$ cat config.mk
export PLATFORM = sky130hd
export DESIGN_NAME = reg_file_bank
export DESIGN_NICKNAME = d
export VERILOG_FILES = /design/src/rtl/reg_file_pkg.sv /design/src/rtl/reg_pair.sv /design/src/rtl/reg_file_bank.sv
export SDC_FILE = /design/constraint.sdc
export NUM_CORES = 2
export LEC_CHECK = 0
export CAP_MARGIN = 20
export CORE_MARGIN = 3
export CORE_UTILIZATION = 49
export DETAILED_ROUTE_END_ITERATION = 12
export PLACE_DENSITY = 0.79
export SYNTH_ARGS = -nofsm -noshare
export SYNTH_HDL_FRONTEND = slang
export SYNTH_SLANG_ARGS = --single-unit
$ cat constraint.sdc
create_clock -name clock -period 9.4 [get_ports clock]
set_input_delay 0.94 -clock clock [delete_from_list [all_inputs] [get_ports clock]]
set_output_delay 0.94 -clock clock [all_outputs]
set_load 0.05 [all_outputs]
$ cat src/rtl/reg_file_pkg.sv
// Shared definitions for the register file bank.
// Holds the geometry constants and the pointer-operation encoding that are used by
// reg_file_bank and its per-pair storage, reg_pair.
package reg_file_pkg;

  localparam int NUM_PAIRS = 16;
  localparam int BYTE_W    = 8;

  typedef enum logic [1:0] {
    PTR_NOP = 2'b00,
    PTR_INC = 2'b01,
    PTR_DEC = 2'b10,
    PTR_RSV = 2'b11
  } ptr_op_t;

endpackage

$ cat src/rtl/reg_pair.sv
// One 16-bit register pair (two bytes) with byte writes, pointer inc/dec,
// write-vs-pointer conflict resolution and a registered zero flag.
// Ports:
//   clock, reset      - rising-edge clock, asynchronous active-high reset
//   wen[1:0]          - byte write enables (bit 0 low byte, bit 1 high byte)
//   din               - write data for both bytes
//   ren[1:0]          - byte read enables
//   op, sel           - pointer operation and "this pair is targeted"
//   dout              - gated read data (combinational)
//   wrap, conflict    - registered one-cycle pulses
//   zero              - registered flag: pair held 0x0000 after the previous edge
module reg_pair
  import reg_file_pkg::*;
#(
  parameter int BYTE_W = 8
) (
  input  logic                clock,
  input  logic                reset,
  input  logic [1:0]          wen,
  input  logic [2*BYTE_W-1:0] din,
  input  logic [1:0]          ren,
  input  ptr_op_t             op,
  input  logic                sel,
  output logic [2*BYTE_W-1:0] dout,
  output logic                wrap,
  output logic                conflict,
  output logic                zero
);

  localparam int PW = 2 * BYTE_W;

  logic [PW-1:0] val_r;
  logic [PW-1:0] val_next;
  logic          wrap_next;
  logic          conflict_next;
  logic          ptr_active;

  assign ptr_active = sel && ((op == PTR_INC) || (op == PTR_DEC));

  // Next-state of the pair: a write to either byte wins and drops the pointer op.
  always_comb begin
    val_next      = val_r;
    wrap_next     = 1'b0;
    conflict_next = 1'b0;
    if (wen != 2'b00) begin
      if (wen[0]) begin
        val_next[BYTE_W-1:0] = din[BYTE_W-1:0];
      end else begin
        val_next[BYTE_W-1:0] = val_r[BYTE_W-1:0];
      end
      if (wen[1]) begin
        val_next[PW-1:BYTE_W] = din[PW-1:BYTE_W];
      end else begin
        val_next[PW-1:BYTE_W] = val_r[PW-1:BYTE_W];
      end
      conflict_next = ptr_active;
    end else if (ptr_active) begin
      // Whole-pair arithmetic so carry/borrow crosses the byte boundary.
      case (op)
        PTR_INC: begin
          val_next  = val_r + PW'(1);
          wrap_next = (val_r == {PW{1'b1}});
        end
        PTR_DEC: begin
          val_next  = val_r - PW'(1);
          wrap_next = (val_r == {PW{1'b0}});
        end
        default: begin
          val_next  = val_r;
          wrap_next = 1'b0;
        end
      endcase
    end else begin
      val_next = val_r;
    end
  end

  // Storage, pulse registers and the zero flag (which trails storage by one edge).
  always_ff @(posedge clock or posedge reset) begin
    if (reset) begin
      val_r    <= {PW{1'b0}};
      wrap     <= 1'b0;
      conflict <= 1'b0;
      zero     <= 1'b1;
    end else begin
      val_r    <= val_next;
      wrap     <= wrap_next;
      conflict <= conflict_next;
      zero     <= (val_r == {PW{1'b0}});
    end
  end

  // Reads are forced to zero while reset is held so nothing leaks during reset.
  assign dout[BYTE_W-1:0]  = (ren[0] && !reset) ? val_r[BYTE_W-1:0]  : {BYTE_W{1'b0}};
  assign dout[PW-1:BYTE_W] = (ren[1] && !reset) ? val_r[PW-1:BYTE_W] : {BYTE_W{1'b0}};

endmodule

$ cat src/rtl/reg_file_bank.sv
// Bank of NUM_PAIRS 16-bit register pairs with per-byte write/read enables and a
// single per-cycle pointer increment/decrement on one addressed pair.
// Ports:
//   clock, reset   - rising-edge clock, asynchronous active-high reset
//   wen, ren       - per-byte enables, bit 2p = pair p low byte, 2p+1 = high byte
//   data_in        - write data, pair p at [16p+15:16p]
//   data_out       - combinational gated read data, same packing
//   ptr_op         - 00 none, 01 inc, 10 dec, 11 treated as none
//   ptr_addr       - pair targeted by ptr_op
//   ptr_wrap       - one-cycle pulse after an inc/dec wraps
//   ptr_conflict   - one-cycle pulse after a pointer op is dropped by a write
//   pair_zero      - registered per-pair zero flags
module reg_file_bank #(
  parameter int NUM_PAIRS = reg_file_pkg::NUM_PAIRS,
  parameter int BYTE_W    = reg_file_pkg::BYTE_W
) (
  input  logic                            clock,
  input  logic                            reset,
  input  logic [2*NUM_PAIRS-1:0]          wen,
  input  logic [2*NUM_PAIRS*BYTE_W-1:0]   data_in,
  input  logic [2*NUM_PAIRS-1:0]          ren,
  output logic [2*NUM_PAIRS*BYTE_W-1:0]   data_out,
  input  logic [1:0]                      ptr_op,
  input  logic [3:0]                      ptr_addr,
  output logic                            ptr_wrap,
  output logic                            ptr_conflict,
  output logic [NUM_PAIRS-1:0]            pair_zero
);

  import reg_file_pkg::*;

  localparam int PW = 2 * BYTE_W;

  ptr_op_t               op;
  logic [NUM_PAIRS-1:0]  wrap_vec;
  logic [NUM_PAIRS-1:0]  conflict_vec;

  assign op = ptr_op_t'(ptr_op);

  for (genvar p = 0; p < NUM_PAIRS; p++) begin : g_pair
    reg_pair #(.BYTE_W(BYTE_W)) u_pair (
      .clock    (clock),
      .reset    (reset),
      .wen      (wen[2*p +: 2]),
      .din      (data_in[PW*p +: PW]),
      .ren      (ren[2*p +: 2]),
      .op       (op),
      .sel      (ptr_addr == 4'(p)),
      .dout     (data_out[PW*p +: PW]),
      .wrap     (wrap_vec[p]),
      .conflict (conflict_vec[p]),
      .zero     (pair_zero[p])
    );
  end

  // Only the addressed pair can pulse, so OR-reduction never merges two events.
  assign ptr_wrap     = |wrap_vec;
  assign ptr_conflict = |conflict_vec;

endmodule

==> results.py <==
metrics = {
    "floorplanning": {
        "die_y_um": 262,
        "core_um2": 64600,
        "start_util_pct": 49.6,
        "rows": 93,
        "fp.dieW_um": 262,
        "die_area_um2": 68400,
        "ios": 602,
    },
    "pwr": {
        "p_per_area_nw_per_um2": 124,
        "p_leak_nw": 14.1,
        "ir_drop_uv": 105,
    },
    "global_routing": {
        "grt_max_degree": 147,
        "grt_overflow_total": 0,
        "use_met2_pct": 52.4,
        "busiest_layer": "met2",
        "grt_pass1_vias": 32100,
        "antenna_found_initial": 8,
        "grt_pass1_wl_mm": 185,
        "use_met1_pct": 45.7,
        "use_met3_pct": 6.18,
        "grt_usage_pct": 33.6,
    },
    "detailed_routing": {
        "route.antenna.remaining_nets": 0,
        "remaining_drc_errors": 0,
        "num_vias": 35600,
        "dr.pass1.iters": 9,
        "drt-total-wl_mm": 121,
        "vias_per_cell": 6.43,
        "wire_per_inst_um": 21.8,
        "drt_iter0_markers": 4493,
    },
    "clock_network": {
        "cts_setup_buffers": 0,
        "path_clk_slew_ns": 0.06,
        "cts-htree-levels": 2,
        "cts_tree": "done",
        "cts_buffers": 40,
        "clk_path_buf_depth": 3,
        "root_buffer": "clkbuf_16",
        "cts_hold_buffers": 0,
        "cts_resized": 0,
        "clk_latency_ns": 0.57,
        "clock-sinks": 304,
    },
    "sta": {
        "tightest_slew_ns": 1.08,
        "fmax_mhz": 205,
        "max_slew_margin_pct": 27.5,
        "period_share_pct": 51.9,
        "rsz0062_at_grt": "false",
        "period_needed_ns": 4.87,
        "maxSlewViolCount": 0,
        "hold_viol_final": 0,
        "finalSetupTns_ns": 0,
        "setup_violations": 0,
        "skew_ns": 0.0202,
    },
    "critical_path": {
        "r2r-end": "g_pair[13].u_pair.val_r[10]",
        "arrival_ns": 5.32,
        "critPathLaunchType": "input port",
        "rrSetupSlack_ns": 6.26,
        "critPathKind": "in -> reg",
        "cp-end-kind": "register",
        "r2r_start": "g_pair[13].u_pair.val_r[1]",
        "cp_max_fo": 62,
        "required_ns": 9.84,
        "reg2reg_depth": 9,
    },
    "finish": {
        "drive_gt1_share_pct": 4.53,
        "regArea_um2": 7630,
        "syn_to_final_growth_pct": 21.4,
        "nets": 4999,
        "multiInputGateArea_um2": 22300,
        "fill_cells": 5811,
        "fin_cells": 5543,
    },
    "placed_design": {
        "dp_cells": 5465,
        "place.gp.congestion": 0.982,
        "numPortBuffers": 601,
        "hpwlAfterDp_mm": 85.6,
    },
    "logic_synthesis": {
        "synth_edf_count": 0,
        "netlist_area_um2": 32000,
        "syn_avg_cell_area_um2": 7.24,
        "synth_cells": 4420,
        "synth_flop_cell": "dfrtp_1",
        "yosysWarnings": 0,
        "async_reset_ff_share_pct": 100,
        "syn_nets": 4767,
        "yosys_register_bits": 304,
        "ys_seq_area_share_pct": 23.8,
        "ys_types": 94,
    },
    "hold_path": {
        "hold_end": "g_pair[4].u_pair.zero",
        "hp-start": "g_pair[4].u_pair.val_r[15]",
        "worst_hold_path_type": "reg -> reg",
        "min_path_cells": 1,
    },
    "status": {
        "status": "finished clean",
    },
    "flow_run": {
        "cap_violations": 0,
    },
}
through the flow:
stage / util [%] / setup slack (ns) / hold slack (ns) / cell area, um2 / total power, W
floorplan: - / 4.18 / 0.434 / 32000 / 0.00271
global placement: 58.2 / 4.17 / 0.534 / 37600 / 0.00322
detailed placement: 58.2 / 4.07 / 0.520 / 37600 / 0.00324
CTS: 60.2 / 4.67 / 0.551 / 38900 / 0.00481
global route: 60.2 / 4.31 / 0.570 / 38900 / 0.00505
finish: 60.2 / 4.53 / 0.558 / 38900 / 0.00482
cells in the mapped netlist, drive strengths merged, types with 19 or more instances:
cell type	instances	area [um2]
nand2	416	1560
a21oi	215	1080
nor2	314	1180
or4	22	165
a22oi	36	270
xor2	93	815
and3	49	307
a31oi	45	282
nor4	118	757
nand3b	31	233
nor3b	53	403
clkbuf	327	1230
a21boi	29	218
a211oi	21	158
dfrtp	288	7210
buf	120	649
inv	66	248
nor2b	81	507
or3	91	569
nand2b	58	363
xnor2	148	1300
ha	19	238
o22ai	45	282
o31ai	44	335
o31a	44	385
a32oi	35	307
mux2	47	533
a21o	29	218
nand3	117	586
o21ai	432	2160
nor3	169	846
o21a	41	308
o211ai	32	240
and2	290	1810
nand4	61	382
mux2i	41	410
or2	21	131
and3b	33	289
layer usage:
metal  vias to the layer above  wire length (um)
met1                     16700             49100
met4                         4              5360
met2                      2054             54800
met5                         -                28
met3                       315             11600
li1                      16600                 -
layout make-up:
cell class / count / area share, %
Clock inverter: 14 / 0.380
Clock buffer: 58 / 2.91
Inverter: 69 / 0.695
Tap cell: 855 / 2.75
Multi-Input combinational cell: 3600 / 57.3
Antenna cell: 6 / 0.0386
Sequential cell: 304 / 19.6
Timing Repair Buffer: 637 / 16.3
logic make-up after synthesis:
| family | count (synthesis) | synth area share (%) |
|---|---|---|
| and+or+nand+nor | 1987 | 33.4 |
| AOI/OAI and AO/OA | 1263 | 25.7 |
| buffers and inverters | 516 | 6.68 |
| DFF | 304 | 23.8 |
| xor gates and xnor gates | 241 | 6.59 |
| muxes | 90 | 3.09 |
| adders and majority gates | 19 | 0.743 |
how the worst max path moves through the flow:
| stage | endpoint | cells past startpoint | start |
|---|---|---|---|
| finish | g_pair[4].u_pair.val_r[14] | 11 | ptr_op[0] |
| global route | g_pair[5].u_pair.val_r[9] | 12 | ptr_op[0] |
| detailed placement | g_pair[4].u_pair.val_r[14] | 11 | ptr_op[0] |
| CTS | g_pair[4].u_pair.val_r[14] | 11 | ptr_op[0] |
| floorplan | g_pair[0].u_pair.conflict | 2 | reset |
| global placement | g_pair[4].u_pair.val_r[14] | 11 | ptr_op[0] |
sequential cells by signal, summed over array words and instances, names as in the netlist:
| signal | count |
|---|---|
| g_pair.u_pair.conflict | 16 |
| g_pair.u_pair.val_r | 256 |
| g_pair.u_pair.wrap | 16 |
| g_pair.u_pair.zero | 16 |
placed cells by master (no fill, tap or decap), types with 27 or more instances in the layout:
cell	count
nand2_1	416
and3b_1	33
o211ai_1	32
o22ai_1	45
nor2b_1	81
dfrtp_1	288
a22oi_1	36
nor4_1	115
xor2_1	93
buf_4	32
a21o_1	29
o31ai_1	43
a31oi_1	45
or3_1	91
nand3b_1	31
and2_1	287
xnor2_1	148
inv_1	64
clkbuf_16	41
clkdlybuf4s50_1	600
o31a_1	44
nor2_1	313
mux2_2	46
a21boi_0	27
o21ai_0	429
mux2i_1	41
nand2b_1	58
o21a_1	41
nand3_1	117
nor3b_1	51
a32oi_1	35
a21oi_1	214
nor3_1	169
nand4_1	61
and3_1	49
where the power goes:
group	internal [W]	switching, W
sequential	0.00142	0.000374
clock	0.000916	0.000641
combinational	0.000624	0.000848
total	0.00295	0.00186
critical path, stage by stage:
cell,delay [ns]
clkdlybuf4s50_1,0.45
inv_1,0.18
ha_4,0.60
buf_4,0.46
buf_4,0.56
and2_2,0.79
a22o_1,0.25
o31ai_2,0.10
nor2_1,0.17
mux2_2,0.36
a2111o_1,0.39
Power figures use the tool's default switching activity.
